--- src/rtl/io_bus_scheduler_if.sv ---
// Device-side and memory-side signal bundle for io_bus_scheduler.
// The slave modport is the scheduler's view; master drives requests and memory responses.
interface io_bus_scheduler_if #(
  parameter int unsigned WORD_SIZE = 64,
  parameter int unsigned IO_COUNT  = 2
);
  logic [IO_COUNT-1:0]           req_i;
  logic [IO_COUNT-1:0]           we_i;
  logic [IO_COUNT*WORD_SIZE-1:0] addr_i;
  logic [IO_COUNT*WORD_SIZE-1:0] wdata_i;
  logic [IO_COUNT-1:0]           done_o;
  logic [IO_COUNT-1:0]           err_o;
  logic [WORD_SIZE-1:0]          rdata_o;
  logic                          busy_o;
  logic                          mem_req_o;
  logic                          mem_we_o;
  logic [WORD_SIZE-1:0]          mem_addr_o;
  logic [WORD_SIZE-1:0]          mem_wdata_o;
  logic                          mem_ack_i;
  logic [WORD_SIZE-1:0]          mem_rdata_i;

  modport slave (
    input  req_i, we_i, addr_i, wdata_i, mem_ack_i, mem_rdata_i,
    output done_o, err_o, rdata_o, busy_o, mem_req_o, mem_we_o, mem_addr_o, mem_wdata_o
  );

  modport master (
    output req_i, we_i, addr_i, wdata_i, mem_ack_i, mem_rdata_i,
    input  done_o, err_o, rdata_o, busy_o, mem_req_o, mem_we_o, mem_addr_o, mem_wdata_o
  );
endinterface

--- src/rtl/io_bus_scheduler.sv ---
// Round-robin arbiter sharing one I/O memory port among IO_COUNT devices,
// one transaction at a time, with an ACCESS timeout so a dead port cannot starve devices.
module io_bus_scheduler #(
  parameter int unsigned WORD_SIZE = 64,
  parameter int unsigned IO_COUNT  = 2,
  parameter int unsigned TIMEOUT   = 255
) (
  input logic               clk,
  input logic               rst,
  io_bus_scheduler_if.slave bus
);
  localparam int unsigned IDX_W = (IO_COUNT > 1) ? $clog2(IO_COUNT) : 1;
  localparam int unsigned CNT_W = 16;

  typedef enum logic [1:0] {IDLE, ACCESS, RESP} state_e;

  state_e               state_q, state_d;
  logic [IDX_W-1:0]     last_gnt_q, last_gnt_d;
  logic [IDX_W-1:0]     gnt_q, gnt_d;
  logic                 we_q, we_d;
  logic [WORD_SIZE-1:0] addr_q, addr_d;
  logic [WORD_SIZE-1:0] wdata_q, wdata_d;
  logic [WORD_SIZE-1:0] rdata_q, rdata_d;
  logic [CNT_W-1:0]     cnt_q, cnt_d;
  logic [IO_COUNT-1:0]  done_q, done_d;
  logic [IO_COUNT-1:0]  err_q, err_d;
  logic                 busy_q, busy_d;
  logic                 mem_req_q, mem_req_d;

  logic [WORD_SIZE-1:0] addr_arr  [IO_COUNT];
  logic [WORD_SIZE-1:0] wdata_arr [IO_COUNT];
  logic [IDX_W-1:0]     win;
  logic                 found;
  int unsigned          idx;

  for (genvar g = 0; g < IO_COUNT; g++) begin : g_unpack
    assign addr_arr[g]  = bus.addr_i[g*WORD_SIZE +: WORD_SIZE];
    assign wdata_arr[g] = bus.wdata_i[g*WORD_SIZE +: WORD_SIZE];
  end

  // First requester scanning upward from last_gnt+1, wrapping modulo IO_COUNT.
  always_comb begin
    found = 1'b0;
    win   = last_gnt_q;
    idx   = 0;
    for (int unsigned off = 1; off <= IO_COUNT; off++) begin
      idx = 32'(last_gnt_q) + off;
      if (idx >= IO_COUNT) idx = idx - IO_COUNT;
      if (!found && bus.req_i[IDX_W'(idx)]) begin
        found = 1'b1;
        win   = IDX_W'(idx);
      end
    end
  end

  always_comb begin
    state_d    = state_q;
    last_gnt_d = last_gnt_q;
    gnt_d      = gnt_q;
    we_d       = we_q;
    addr_d     = addr_q;
    wdata_d    = wdata_q;
    rdata_d    = rdata_q;
    cnt_d      = cnt_q;
    done_d     = '0;
    err_d      = '0;
    busy_d     = busy_q;
    mem_req_d  = mem_req_q;

    case (state_q)
      IDLE: begin
        if (found) begin
          gnt_d      = win;
          last_gnt_d = win;
          we_d       = bus.we_i[win];
          addr_d     = addr_arr[win];
          wdata_d    = wdata_arr[win];
          cnt_d      = '0;
          mem_req_d  = 1'b1;
          busy_d     = 1'b1;
          state_d    = ACCESS;
        end
      end
      ACCESS: begin
        // Ack has priority over a coincident timeout expiry.
        if (bus.mem_ack_i) begin
          rdata_d       = we_q ? '0 : bus.mem_rdata_i;
          mem_req_d     = 1'b0;
          done_d[gnt_q] = 1'b1;
          state_d       = RESP;
        end else if (cnt_q == CNT_W'(TIMEOUT - 1)) begin
          rdata_d       = '0;
          mem_req_d     = 1'b0;
          done_d[gnt_q] = 1'b1;
          err_d[gnt_q]  = 1'b1;
          state_d       = RESP;
        end else begin
          cnt_d = cnt_q + CNT_W'(1);
        end
      end
      RESP: begin
        busy_d  = 1'b0;
        state_d = IDLE;
      end
      default: begin
        busy_d    = 1'b0;
        mem_req_d = 1'b0;
        state_d   = IDLE;
      end
    endcase
  end

  always_ff @(posedge clk or posedge rst) begin
    if (rst) begin
      state_q    <= IDLE;
      last_gnt_q <= IDX_W'(IO_COUNT - 1);
      gnt_q      <= '0;
      we_q       <= 1'b0;
      addr_q     <= '0;
      wdata_q    <= '0;
      rdata_q    <= '0;
      cnt_q      <= '0;
      done_q     <= '0;
      err_q      <= '0;
      busy_q     <= 1'b0;
      mem_req_q  <= 1'b0;
    end else begin
      state_q    <= state_d;
      last_gnt_q <= last_gnt_d;
      gnt_q      <= gnt_d;
      we_q       <= we_d;
      addr_q     <= addr_d;
      wdata_q    <= wdata_d;
      rdata_q    <= rdata_d;
      cnt_q      <= cnt_d;
      done_q     <= done_d;
      err_q      <= err_d;
      busy_q     <= busy_d;
      mem_req_q  <= mem_req_d;
    end
  end

  assign bus.done_o      = done_q;
  assign bus.err_o       = err_q;
  assign bus.rdata_o     = rdata_q;
  assign bus.busy_o      = busy_q;
  assign bus.mem_req_o   = mem_req_q;
  assign bus.mem_we_o    = we_q;
  assign bus.mem_addr_o  = addr_q;
  assign bus.mem_wdata_o = wdata_q;
endmodule

--- src/flat_wrapper.sv ---
// flat-port wrapper written by rule: the top's interface ports become plain ports
module io_bus_scheduler_flat 
#(
  parameter int unsigned WORD_SIZE = 64,
  parameter int unsigned IO_COUNT  = 2,
  parameter int unsigned TIMEOUT   = 255
)
  (clk, rst, bus_req_i, bus_we_i, bus_addr_i, bus_wdata_i, bus_mem_ack_i, bus_mem_rdata_i, bus_done_o, bus_err_o, bus_rdata_o, bus_busy_o, bus_mem_req_o, bus_mem_we_o, bus_mem_addr_o, bus_mem_wdata_o);
  io_bus_scheduler_if #(.WORD_SIZE(WORD_SIZE), .IO_COUNT(IO_COUNT)) bus_i ();
  input logic clk;
  input logic rst;
  input wire logic [$bits(bus_i.req_i)-1:0] bus_req_i;
  input wire logic [$bits(bus_i.we_i)-1:0] bus_we_i;
  input wire logic [$bits(bus_i.addr_i)-1:0] bus_addr_i;
  input wire logic [$bits(bus_i.wdata_i)-1:0] bus_wdata_i;
  input wire logic [$bits(bus_i.mem_ack_i)-1:0] bus_mem_ack_i;
  input wire logic [$bits(bus_i.mem_rdata_i)-1:0] bus_mem_rdata_i;
  output wire logic [$bits(bus_i.done_o)-1:0] bus_done_o;
  output wire logic [$bits(bus_i.err_o)-1:0] bus_err_o;
  output wire logic [$bits(bus_i.rdata_o)-1:0] bus_rdata_o;
  output wire logic [$bits(bus_i.busy_o)-1:0] bus_busy_o;
  output wire logic [$bits(bus_i.mem_req_o)-1:0] bus_mem_req_o;
  output wire logic [$bits(bus_i.mem_we_o)-1:0] bus_mem_we_o;
  output wire logic [$bits(bus_i.mem_addr_o)-1:0] bus_mem_addr_o;
  output wire logic [$bits(bus_i.mem_wdata_o)-1:0] bus_mem_wdata_o;
  assign bus_i.req_i = bus_req_i;
  assign bus_i.we_i = bus_we_i;
  assign bus_i.addr_i = bus_addr_i;
  assign bus_i.wdata_i = bus_wdata_i;
  assign bus_i.mem_ack_i = bus_mem_ack_i;
  assign bus_i.mem_rdata_i = bus_mem_rdata_i;
  assign bus_done_o = bus_i.done_o;
  assign bus_err_o = bus_i.err_o;
  assign bus_rdata_o = bus_i.rdata_o;
  assign bus_busy_o = bus_i.busy_o;
  assign bus_mem_req_o = bus_i.mem_req_o;
  assign bus_mem_we_o = bus_i.mem_we_o;
  assign bus_mem_addr_o = bus_i.mem_addr_o;
  assign bus_mem_wdata_o = bus_i.mem_wdata_o;
  io_bus_scheduler #(.WORD_SIZE(WORD_SIZE), .IO_COUNT(IO_COUNT), .TIMEOUT(TIMEOUT)) u_core (.clk(clk), .rst(rst), .bus(bus_i));
endmodule
--- config.mk ---
export PLATFORM = sky130hd
export DESIGN_NAME = io_bus_scheduler_flat
export DESIGN_NICKNAME = d
export VERILOG_FILES = /design/src/rtl/io_bus_scheduler_if.sv /design/src/rtl/io_bus_scheduler.sv /design/src/flat_wrapper.sv
export SDC_FILE = /design/constraint.sdc
export NUM_CORES = 1
export LEC_CHECK = 0
export CAP_MARGIN = 30
export CORE_AREA = 10 10 194 196
export DETAILED_ROUTE_END_ITERATION = 12
export DIE_AREA = 0 0 204 206
export PLACE_DENSITY = 0.72
export REMOVE_ABC_BUFFERS = 1
export SYNTH_ARGS = -nofsm -noshare
export SYNTH_HDL_FRONTEND = slang
export SYNTH_SLANG_ARGS = --single-unit
--- constraint.sdc ---
create_clock -name clk -period 18.6 [get_ports clk]
set_input_delay 3.72 -clock clk [delete_from_list [all_inputs] [get_ports clk]]
set_output_delay 3.72 -clock clk [all_outputs]
set_load 0.03 [all_outputs]
Word-level counts from Yosys, hierarchy flattened
Cells that the tools add are included.
W data, S select, Z words.

storage, ports and cells
  logic and storage cells = 88
  bits in latches = 0
  ROM bits = 0
  memories kept = 0
  RAM bits = 0
  bits of input ports = 327
  register bits = 219

cells by class
  equality and inequality tests = 7
  divide/modulo/power cells = 0
  reductions and logical operators = 12
  add/sub/neg operators = 5
  $lt $le $gt $ge = 8
  multipliers = 0
  bitwise gates (word level) = 3
  muxes and demuxes = 41
  shift operators = 0

operator list
  operator                 number
  $mux W64                 9
  $mux W16                 3
  $pmux W16 S2             1
  $add A16 B1 Y16 const B  1
  $eq A16 B8 Y1 const B    1
  $mux W1                  16
  $mux W2                  8
  $lt A1 B2 Y1 const B     4
  $reduce_and A2 Y1        4
  $ge A2 B2 Y1 const B     2
  $ne A2 B2 Y1 const B     2
  $pmux W2 S2              1
  $reduce_and A4 Y1        1
  $reduce_bool A2 Y1       2
  $add A1 B2 Y3 const B    1
  $ge A3 B2 Y1 const B     1
  $ne A3 B2 Y1 const B     1
  $pmux W1 S3              1
  $reduce_and A3 Y1        1
  $add A1 B1 Y2 const B    1
  $eq A2 B1 Y1 const B     1
  $eq A2 B2 Y1 const B     1
  $logic_and A1 B1 Y1      2
  $logic_not A2 Y1         1
  other kinds (8)          10

Logic depth before layout (Yosys ltp)
  depth after elaboration = 13
  gate-level depth with buffers = 8
  gate-level depth less buffers = 6

Worst setup path after synthesis
No wires, ideal clock.

  path kind = in2reg
  start = input port bus_req_i[1]
  end = register u_core.addr_q[46], in the netlist u_core.bus.mem_addr_o[46]
  arrival time = 4,761 ps
  path slack = 13,706 ps
  stages on the path = 5
  data required time = 18,467 ps
  cell sequence = o21ai_1 clkbuf_1 buf_2 mux2i_1 o21ai_0

on the way
  cells in the longest elaborated chain, start to end = 10
  elaborated cells on any way between the ends = 15
  classes of those cells = mux (11); bitwise (1); reduce/logical (3)

ends and longest elaborated chain
  what                                         line                     text
  start: declaration                           flat_wrapper.sv:12       input wire logic [$bits(bus_i.req_i)-1:0] bus_req_i;
  $mux W1 (not written as such) (2 in a row)   io_bus_scheduler.sv:49   if (!found && bus.req_i[IDX_W'(idx)]) begin
  $mux W1                                      io_bus_scheduler.sv:49
  $logic_not A1 Y1                             io_bus_scheduler.sv:49
  $logic_and A1 B1 Y1                          io_bus_scheduler.sv:49
  $mux W1                                      io_bus_scheduler.sv:49
  $not A1 Y2 (not written as such)             io_bus_scheduler.sv:76   addr_d = addr_arr[win];
  $mux W64 (not written as such) (3 in a row)  io_bus_scheduler.sv:76
  end signal: assignment                       io_bus_scheduler.sv:132  addr_q <= addr_d;
  end: declaration                             io_bus_scheduler.sv:21   logic [WORD_SIZE-1:0] addr_q, addr_d;

Several ways; a longest one is shown, not always the timed one. The select of a mux whose other input is x is not followed.
A chain may end at the register's enable or synchronous reset.

==> metrics.txt <==
slowest stage delay, CP 0.73 ns; CP Max Fanout 102; worst setup margin 12.92 ns; final net count 1676; first-pass GRT wire length 53400 um; gr ovfl total 0; Post-Route Setup TNS 0 ns; multi-input logic area 0.003620 sq mm; total wire length 35850 um; DP HPWL 27290 um; Sw Ratio 0.4173; H-tree depth 1; most common cell after layout, fill and taps aside clkdlybuf4s50_1; Finish-stage setup viols 0; DRC 0; Logic pwr share 0.513; Netlist cell types 37; clock buffer depth 3; CP startpoint kind primary input; antenna violations before repair 3; # clock sinks 219; synth top area cells dfrtp_1, mux2i_1, o21ai_0; top-level I/O count 526; register bit total from synthesis 219; top-area cell type share of the netlist area 0.5803; Synth area leader dfrtp_1; RSZ-0062 raised after global routing no; Starting Density 0.2769; Top cell by count, worst path buf_4; final antenna-violating net count 0; Synth Area in Adders 0.002662; port bufs 525; root buffer cell clkbuf_16; routed length per instance 19.67 um; largest net degree at the start of global routing 132; Synth Area in XOR/XNOR 0.0009316; Seq/Total Area, Yosys 0.5830; max-slew violations 0; Fmax 176.1 MHz; drt first-iter violations 515; Reg clk slew, reported paths 0.06 ns; P_leak 0.006859 uW; Setup Buffers After CTS 0; CP Cell Sequence clkdlybuf4s50_1, inv_8, buf_4, buf_4; Die ar. 0.04202 sq mm; sequential cell area 0.005482 sq mm; via/cell ratio 4.629; Die Ht 206 um; Arr. time, crit path 6.26 ns; worst setup path class primary input to asynchronous set/reset pin; final hold violation count 0; cts hold-fix bufs 0; total track usage 0.1608; Core Footprint 0.03395 sq mm; vias in the first global route 8887; CTS tree yes; # rows 68; Synth Area in Simple Gates 0.08438; routed via count 8434; Area Overhead vs Synth 69.60%; TritonCTS Buffers 25; worst path bufs/invs 4; layout cells sized above 1 0.03953; Power Dens Cells 170.3 mW/mm^2; Max VDD drop 102.8 uV; Hold Crit Class flip-flop to flip-flop; Seq pwr share 0.302; Tmin final 5.678 ns; Cells after Synth 847; Slew headroom 0.3176; post-CTS resize count 0; post-route clock period utilization 0.3053; Worst Path Required 19.18 ns; Slowest cell on crit path buf_4; Psw 1133 uW; post-synthesis mux area share 0.1373; Clock Skew 0.02351 ns; MaxCap Viol Count 0; Compound-Gate Fraction of Synth Area 0.1565; Place WS 12.17 ns; synthesized area per cell 11.10 sq um; Skew-Pair Late Insertion Delay 0.53 ns; largest delay contributor family on the critical path buffers and inverters; CP Capture Type asynchronous set/reset pin; Die Wd 204 um; combinational family with the most area after synthesis compound AO/OA/AOI/OAI gates; slew of the pin with the lowest slew margin 1.024 ns; Yosys warnings 0; clock share of power 0.184; GP Congestion 0.8461; Cell Int Power 1582 uW; Post-Syn Area 0.009402 sq mm; outcome finished, final reports clean; first-pass iteration count of the detailed router 5; most frequent cells in the layout clkdlybuf4s50_1, dfrtp_1, nand2_1; Filler cells 3144
-- cell type report --
| class | instances | area share |
|---|---|---|
| clock inverter | 7 | 0.006042 |
| timing repair buffer | 535 | 0.3366 |
| clock buffer | 39 | 0.04630 |
| antenna | 1 | 0.0001569 |
| multi-input combinational | 549 | 0.2270 |
| inverter | 17 | 0.004473 |
| sequential | 219 | 0.3438 |
| tap | 455 | 0.03570 |
-- power by group through the flow --
stage / Combinational [uW] / Clock, uW / Sequential (uW)
2_1_floorplan: 474 / 0 / 1230
3_3_place_gp: 1390 / 0 / 819
3_5_place_dp: 1410 / 0 / 825
4_1_cts: 1410 / 516 / 823
5_1_grt: 1480 / 539 / 849
6_report: 1390 / 500 / 821
-- kinds of logic after synthesis --
group	Yosys count
flops	219
compound gates	233
xor+xnor	1
simple gates	184
fa+ha+maj	2
mux	129
buf+inv	79
-- final timing paths --
path	from	to	slack (ns)	cells past startpoint
max in group clk	bus_req_i[1]	u_core.bus.mem_addr_o[11]$_DFFE_PP0P_	13.10	5
setup / recovery	rst	u_core.bus.mem_addr_o[40]$_DFFE_PP0P_	12.92	4
setup reg to reg	u_core.cnt_q[9]$_DFFE_PP0P_	u_core.bus.rdata_o[24]$_DFFE_PP0P_	15.70	5
min in group asynchronous	rst	u_core.bus.mem_wdata_o[27]$_DFFE_PP0P_	3.69	2
hold reg to reg	u_core.bus.mem_addr_o[17]$_DFFE_PP0P_	u_core.bus.mem_addr_o[17]$_DFFE_PP0P_	0.47	2
hold / removal	u_core.bus.mem_addr_o[17]$_DFFE_PP0P_	u_core.bus.mem_addr_o[17]$_DFFE_PP0P_	0.47	2
-- metal layers --
metal / up-vias / global-route usage / share of wire
met3: 52 / 0.05031 / 0.084
li1: 4032 / - / -
met4: 4 / 0.04708 / 0.024
met2: 341 / 0.2769 / 0.50
met5: - / 0 / 0.00039
met1: 4005 / 0.1890 / 0.40
-- state kept, by name (all words and copies together) (netlist names) --
name / cells
u_core.bus.mem_addr_o: 64
u_core.bus.mem_wdata_o: 64
u_core.bus.rdata_o: 64
u_core.cnt_q: 16
u_core.bus.done_o: 2
u_core.bus.err_o: 2
u_core.state_q: 2
u_core.bus.busy_o: 1
u_core.bus.mem_req_o: 1
u_core.bus.mem_we_o: 1
u_core.gnt_q: 1
u_core.last_gnt_q: 1
-- Yosys cell counts --
cell type and n:
a211oi_1 1, a21o_1 2, a21oi_1 3, a22o_1 64, a22oi_1 1, a31oi_1 11
a41oi_1 2, and3_1 1, and4_1 3, and4b_1 1, buf_1 1, buf_2 21
buf_6 1, clkbuf_1 39, dfrtp_1 218, dfstp_2 1, ha_1 2, inv_1 17
mux2i_1 129, nand2_1 136, nand2b_1 4, nand3_1 10, nand4_1 10, nand4b_1 1
nor2_1 7, nor3_1 5, nor3_2 1, nor4_1 4, o211ai_1 3, o21a_1 2
o21ai_0 136, o21ai_1 1, o221ai_1 4, o22ai_1 2, o31a_1 1, or4_1 1
xnor2_1 1
-- metrics by stage --
step                      total power [uW]  hold slack [ns]  std cells  cell area, sq um    util
after CTS                             2746           0.4818       1820             15920  0.4688
after floorplan                       1706           0.4484        785              9135       -
after detailed placement              2231           0.4687       1774             15080  0.4442
after global routing                  2865           0.5022       1822             15950  0.4697
final                                 2715           0.4721       1822             15950  0.4697
after global placement                2209           0.4600       1773             15070  0.4439
-- worst reg2reg max path, cell delays in order (launching register included) --
cell and delay (ns):
dfrtp_1 0.44, nor4_1 0.35, nand4_1 0.81, a21o_2 0.47, buf_4 0.32, a22o_1 0.40
No activity file was read; power rests on OpenSTA's default activity.
